**config.mk**
```make
export PLATFORM = sky130hd
export DESIGN_NAME = panda_if_prefetch_flat
export DESIGN_NICKNAME = d
export VERILOG_FILES = /design/src/rtl/panda_if_prefetch_if.sv /design/src/rtl/panda_if_prefetch.sv /design/src/flat_wrapper.sv
export SDC_FILE = /design/constraint.sdc
export NUM_CORES = 1
export LEC_CHECK = 0
export BUFFER_PORTS_ARGS = -buffer_cell sky130_fd_sc_hd__buf_2
export CAP_MARGIN = 40
export CORE_ASPECT_RATIO = 0.75
export CORE_MARGIN = 1
export CORE_UTILIZATION = 40
export DETAILED_ROUTE_END_ITERATION = 10
export PLACE_DENSITY_LB_ADDON = 0.3
export SLEW_MARGIN = 20
export SYNTH_ARGS = -nofsm -noshare
export SYNTH_HDL_FRONTEND = slang
export SYNTH_SLANG_ARGS = --single-unit
```
**constraint.sdc**
```tcl
create_clock -name clk_i -period 5.85 [get_ports clk_i]
set_input_delay 0.2925 -clock clk_i [delete_from_list [all_inputs] [get_ports clk_i]]
set_output_delay 0.2925 -clock clk_i [all_outputs]
set_load 0.05 [all_outputs]
```
**src/rtl/panda_if_prefetch_if.sv**
```systemverilog
// panda_if_prefetch_if: fetch-stage bundle of the instruction memory handshake and the ID-side valid/ready handshake
interface panda_if_prefetch_if #(
  parameter int Width = 32
) ();
  logic             instr_req_o;
  logic [Width-1:0] instr_addr_o;
  logic             instr_gnt_i;
  logic             instr_rvalid_i;
  logic [Width-1:0] instr_rdata_i;
  logic             branch_i;
  logic             jump_i;
  logic [Width-1:0] branch_target_i;
  logic [Width-1:0] jump_target_i;
  logic             ready_i;
  logic             valid_o;
  logic [Width-1:0] instr_o;
  logic [Width-1:0] pc_o;
  logic [Width-1:0] pc_inc_o;
  modport master (
    output instr_req_o, instr_addr_o, valid_o, instr_o, pc_o, pc_inc_o,
    input  instr_gnt_i, instr_rvalid_i, instr_rdata_i, branch_i, jump_i,
           branch_target_i, jump_target_i, ready_i
  );
  modport slave (
    input  instr_req_o, instr_addr_o, valid_o, instr_o, pc_o, pc_inc_o,
    output instr_gnt_i, instr_rvalid_i, instr_rdata_i, branch_i, jump_i,
           branch_target_i, jump_target_i, ready_i
  );
endinterface

```
**src/rtl/panda_if_prefetch.sv**
```systemverilog
// panda_if_prefetch: instruction fetch with pipelined requests, prefetch FIFO and redirect flush
module panda_if_prefetch #(
  parameter int               Width    = 32,
  parameter int               Depth    = 2,
  parameter logic [Width-1:0] BootAddr = '0
) (
  input logic               clk_i,
  input logic               rst_i,
  panda_if_prefetch_if.master bus
);
  localparam int CW = $clog2(Depth + 1);
  localparam int PW = (Depth > 1) ? $clog2(Depth) : 1;
  localparam logic [PW-1:0]    LAST = PW'(Depth - 1);
  localparam logic [CW-1:0]    DMAX = CW'(Depth);
  localparam logic [Width-1:0] FOUR = Width'(4);
  logic [Width-1:0] fetch_pc;
  logic [Width-1:0] resp_pc;
  logic [Width-1:0] fifo_instr [Depth];
  logic [Width-1:0] fifo_pc    [Depth];
  logic [PW-1:0]    rd_ptr;
  logic [PW-1:0]    wr_ptr;
  logic [CW-1:0]    count;
  logic [CW-1:0]    outstanding;
  logic [CW-1:0]    discard;
  logic [CW-1:0]    in_flight;
  logic [Width-1:0] target_raw;
  logic [Width-1:0] target;
  logic             redirect;
  logic             grant;
  logic             push;
  logic             pop;
  function automatic logic [PW-1:0] nxt(input logic [PW-1:0] p);
    return (p == LAST) ? '0 : p + PW'(1);
  endfunction
  // Handshake decode; the request budget counts buffered plus in-flight fetches so a response always has room
  always_comb begin
    redirect            = bus.jump_i || bus.branch_i;
    target_raw          = bus.jump_i ? bus.jump_target_i : bus.branch_target_i;
    target              = {target_raw[Width-1:2], 2'b00};
    bus.instr_req_o     = !rst_i && ({1'b0, count} + {1'b0, outstanding} < {1'b0, DMAX});
    bus.instr_addr_o    = fetch_pc;
    grant               = bus.instr_req_o && bus.instr_gnt_i;
    in_flight           = outstanding + CW'(grant) - CW'(bus.instr_rvalid_i);
    push                = bus.instr_rvalid_i && (discard == '0) && !redirect;
    bus.valid_o         = (count != '0) && !redirect;
    pop                 = bus.valid_o && bus.ready_i;
    bus.instr_o         = fifo_instr[rd_ptr];
    bus.pc_o            = fifo_pc[rd_ptr];
    bus.pc_inc_o        = fifo_pc[rd_ptr] + FOUR;
  end
  // Fetch PC, FIFO and counters; a redirect flushes the FIFO and marks every in-flight response for discard
  always_ff @(posedge clk_i) begin
    if (rst_i) begin
      fetch_pc    <= BootAddr;
      resp_pc     <= BootAddr;
      rd_ptr      <= '0;
      wr_ptr      <= '0;
      count       <= '0;
      outstanding <= '0;
      discard     <= '0;
      for (int i = 0; i < Depth; i++) begin
        fifo_instr[i] <= '0;
        fifo_pc[i]    <= '0;
      end
    end else begin
      outstanding <= in_flight;
      if (redirect) begin
        fetch_pc <= target;
        resp_pc  <= target;
        rd_ptr   <= '0;
        wr_ptr   <= '0;
        count    <= '0;
        discard  <= in_flight;
      end else begin
        if (grant) fetch_pc <= fetch_pc + FOUR;
        if (bus.instr_rvalid_i && discard != '0) discard <= discard - CW'(1);
        if (push) begin
          fifo_instr[wr_ptr] <= bus.instr_rdata_i;
          fifo_pc[wr_ptr]    <= resp_pc;
          wr_ptr             <= nxt(wr_ptr);
          resp_pc            <= resp_pc + FOUR;
        end
        if (pop) rd_ptr <= nxt(rd_ptr);
        count <= count + CW'(push) - CW'(pop);
      end
    end
  end
endmodule
```
**src/flat_wrapper.sv**
```systemverilog
// flat-port wrapper written by rule: the top's interface ports become plain ports
module panda_if_prefetch_flat 
#(
  parameter int               Width    = 32,
  parameter int               Depth    = 2,
  parameter logic [Width-1:0] BootAddr = '0
)
  (clk_i, rst_i, bus_instr_req_o, bus_instr_addr_o, bus_valid_o, bus_instr_o, bus_pc_o, bus_pc_inc_o, bus_instr_gnt_i, bus_instr_rvalid_i, bus_instr_rdata_i, bus_branch_i, bus_jump_i, bus_branch_target_i, bus_jump_target_i, bus_ready_i);
  panda_if_prefetch_if #(.Width(Width)) bus_i ();
  input logic clk_i;
  input logic rst_i;
  output wire logic [$bits(bus_i.instr_req_o)-1:0] bus_instr_req_o;
  output wire logic [$bits(bus_i.instr_addr_o)-1:0] bus_instr_addr_o;
  output wire logic [$bits(bus_i.valid_o)-1:0] bus_valid_o;
  output wire logic [$bits(bus_i.instr_o)-1:0] bus_instr_o;
  output wire logic [$bits(bus_i.pc_o)-1:0] bus_pc_o;
  output wire logic [$bits(bus_i.pc_inc_o)-1:0] bus_pc_inc_o;
  input wire logic [$bits(bus_i.instr_gnt_i)-1:0] bus_instr_gnt_i;
  input wire logic [$bits(bus_i.instr_rvalid_i)-1:0] bus_instr_rvalid_i;
  input wire logic [$bits(bus_i.instr_rdata_i)-1:0] bus_instr_rdata_i;
  input wire logic [$bits(bus_i.branch_i)-1:0] bus_branch_i;
  input wire logic [$bits(bus_i.jump_i)-1:0] bus_jump_i;
  input wire logic [$bits(bus_i.branch_target_i)-1:0] bus_branch_target_i;
  input wire logic [$bits(bus_i.jump_target_i)-1:0] bus_jump_target_i;
  input wire logic [$bits(bus_i.ready_i)-1:0] bus_ready_i;
  assign bus_instr_req_o = bus_i.instr_req_o;
  assign bus_instr_addr_o = bus_i.instr_addr_o;
  assign bus_valid_o = bus_i.valid_o;
  assign bus_instr_o = bus_i.instr_o;
  assign bus_pc_o = bus_i.pc_o;
  assign bus_pc_inc_o = bus_i.pc_inc_o;
  assign bus_i.instr_gnt_i = bus_instr_gnt_i;
  assign bus_i.instr_rvalid_i = bus_instr_rvalid_i;
  assign bus_i.instr_rdata_i = bus_instr_rdata_i;
  assign bus_i.branch_i = bus_branch_i;
  assign bus_i.jump_i = bus_jump_i;
  assign bus_i.branch_target_i = bus_branch_target_i;
  assign bus_i.jump_target_i = bus_jump_target_i;
  assign bus_i.ready_i = bus_ready_i;
  panda_if_prefetch #(.Width(Width), .Depth(Depth), .BootAddr(BootAddr)) u_core (.clk_i(clk_i), .rst_i(rst_i), .bus(bus_i));
endmodule
```
==> out/qor.txt <==
Pint -> 2.28 mW
Yosys warnings -> 0
Fin. Hold Viols -> 0
WP data required -> 5.56 ns
TritonRoute pass-1 iters -> 5
I/O pins -> 233
Tcrit/Tclk final -> 66.5%
unrepaired setup endpoints after global routing -> false
Pins Over Slew Limit -> 0
WL met2 -> 11.5 mm
peak supply drop -> 207 uV
layout cells sized above 1 -> 28.6%
Post-DP Area -> 0.0117 sq mm
Post-Syn Instances -> 993
CP arrival -> 3.60 ns
post-synth top area share -> 36.1%
fin area -> 0.0124 sq mm
die outline height -> 141 microns
final worst slack -> 1.96 ns
Min-Delay Path Depth -> 3
Combinational Power Share -> 17.4%
initial antenna violation count -> 1
GR Overflow Total -> 0
clock sinks -> 193
dpl ws -> 2.42 ns
CTS Buf Count -> 17
DR WL met3 -> 2.45 mm
Rows -> 50
status -> completed
Synth area leader -> edfxtp_1
via total after detailed routing -> 8533
Fin Hold WS -> 0.128 ns
uppermost layer routed -> met5
half-perimeter wire length after placement -> 19.9 mm
H-tree levels -> 4
area of the mapped netlist -> 0.0103 sq mm
Remaining DRCs -> 0
LEAKAGE -> 4.92 nW
post-layout util -> 49.1%
Post-Place Cells -> 1504
post-synthesis register bit count -> 193
area of the core -> 0.0251 sq mm
Area contributors post-synth -> edfxtp_1 36%, dfxtp_1 13%, and2_1 7.8%, mux2_2 5.3%, a21oi_1 2.4%
Final Power -> 3.38 mW
post-synthesis average cell area -> 10.4 sq um
worst-skew pair later-pin latency -> 0.44 ns
root buf cell -> clkbuf_16
Post-CTS Hold Buffers -> 0
EDFF count, synth -> 124
crit start category -> register
first-pass GRT wire length -> 43.5 mm
IO buf count -> 222
die area -> 0.0264 sq mm
post-CTS sizing -> 0
non-filler instance count after layout -> 1537
final clock skew -> 0.0122 ns
Starting Density -> 41.0%
Die Wd -> 187 microns
routed length on met1 -> 14.1 mm
Clock Pin Slew Worst Setup and Hold Paths -> 0.08 ns
vias in the first global route -> 7531
WL/cell -> 18.4 microns
NetSw -> 1.10 mW
Slew @ Worst Pin -> 0.850 ns
CP Class -> reg -> out
post-synthesis sequential area ratio -> 49.5%
Main synth FF type -> edfxtp_1
FFs w/ async S/R, synth -> 0%
synthesis-to-layout area growth -> 19.8%
# diodes -> 0
critical path peak fanout -> 43
vias per cell -> 5.55
Highest Clock Rate -> 0.257 GHz
Tmin final -> 3.89 ns
GRT Total Usage -> 21.1%
Crit. End Element -> output pin
Reg power frac -> 47.0%
Post-CTS Setup Inserts -> 0
CTS Buffer Depth -> 2
Switching Share -> 32.6%
Distinct cells, synth -> 76
antenna viol nets, final -> 0
largest net degree at the start of global routing -> 63
P per Cell Area -> 274 mW/mm^2
CTS tree -> built
setup TNS -> 0 ns
R2R depth -> 9
max_cap viols -> 0
# setup viols final -> 0
Routed Wire Length -> 28.3 mm
Clock Power Share -> 35.6%
Placer Congestion -> 0.862
drt initial violations -> 653
fin nets -> 1298
headroom to the max-slew limit -> 42.9%
Min-Delay Path Class -> in -> reg
## layout make-up
class	instances	area, sq um
Timing Repair Buffer	233	1250
Clock inverter	15	195
Fill cell	2373	12800
Tap cell	338	423
Sequential cell	193	5110
Multi-Input combinational cell	710	4840
Clock buffer	17	425
Inverter	31	118
## worst paths after layout
check | slack [ns] | startpoint | to
setup / recovery | 1.96 | register | bus_pc_inc_o[31]
hold / removal | 0.13 | bus_jump_target_i[14] | u_core.bus.instr_addr_o[14]$_SDFFE_PP0P_
setup reg to reg | 2.76 | u_core.count[0]$_SDFF_PP0_ | u_core.bus.instr_addr_o[21]$_SDFFE_PP0P_
hold reg to reg | 0.53 | u_core.rd_ptr$_SDFFE_PP0P_ | u_core.rd_ptr$_SDFFE_PP0P_
## cell usage after synthesis, types with 4 or more instances
master and count:
a31oi_1 9, dfxtp_1 69, a21oi_1 50, nor3_1 28, nand2_1 56, buf_2 11, nand3_1 36, a211oi_1 22
xor2_1 20, o221ai_1 8, inv_1 30, or2_2 4, nor2b_1 5, a22o_1 8, a311oi_1 5, clkbuf_1 38
nor2_1 47, nor4_1 12, ha_1 8, and3_1 11, o21ai_0 26, mux2_2 49, o31ai_1 8, a22oi_1 18
buf_1 5, buf_4 8, nand3b_1 5, xnor2_1 24, a41o_1 5, or3_1 6, mux2i_1 17, and2_1 129
nand4_1 23, edfxtp_1 124, nand4b_1 6
## cells in the final DEF (no fill, tap or decap), types with 23 or more instances in the layout
master	n
and2_1	129
nand3_1	36
mux2_2	49
edfxtp_1	124
o21ai_0	26
nor3_1	28
inv_1	30
xnor2_1	24
nand2_1	56
buf_2	222
nor2_1	46
a21oi_1	50
nand4_1	23
dfxtp_1	68
## critical path, cell delays in order, from the launching register on
cell	delay [ns]
dfxtp_4	0.70
buf_4	0.57
nand4_1	0.23
a21boi_1	0.38
nand4_2	0.35
nor4_1	0.44
xor2_1	0.18
buf_2	0.28
## power by group through the flow
stage	clock (mW)	combinational (mW)	sequential (mW)
3_3_place_gp	0	0.574	1.62
4_1_cts	1.22	0.584	1.59
3_5_place_dp	0	0.582	1.62
6_report	1.20	0.587	1.59
5_1_grt	1.27	0.626	1.60
2_1_floorplan	0	0.383	1.64
## metal layers
metal / up-vias / global-route usage [%]
li1: 4048 / -
met1: 4066 / 33.0
met2: 386 / 30.0
met3: 31 / 3.88
met4: 2 / 4.45
met5: - / 0
## kinds of logic (layout without fill, tap and decap cells)
| logic type | Yosys count | after routing | share of synthesized area, % |
|---|---|---|---|
| DFF | 193 | 193 | 49.5 |
| and+or+nand+nor | 392 | 392 | 21.7 |
| xor gates and xnor gates | 44 | 44 | 3.74 |
| AOI/OAI and AO/OA | 193 | 193 | 12.9 |
| other | 1 | 6 | 0.0364 |
| adders and majority gates | 9 | 9 | 1.16 |
| buffers and inverters | 95 | 296 | 3.98 |
| muxes | 66 | 66 | 7.00 |
## registers in the layout, indices dropped and copies added, names as in the netlist, named ones only
name / flops
u_core.outstanding: 2
u_core.discard: 2
u_core.count: 2
u_core.resp_pc: 30
u_core.fifo_pc: 60
u_core.fifo_instr: 64
u_core.bus.instr_addr_o: 30
u_core.wr_ptr: 1
u_core.rd_ptr: 1
Power figures use the tool's default switching activity.
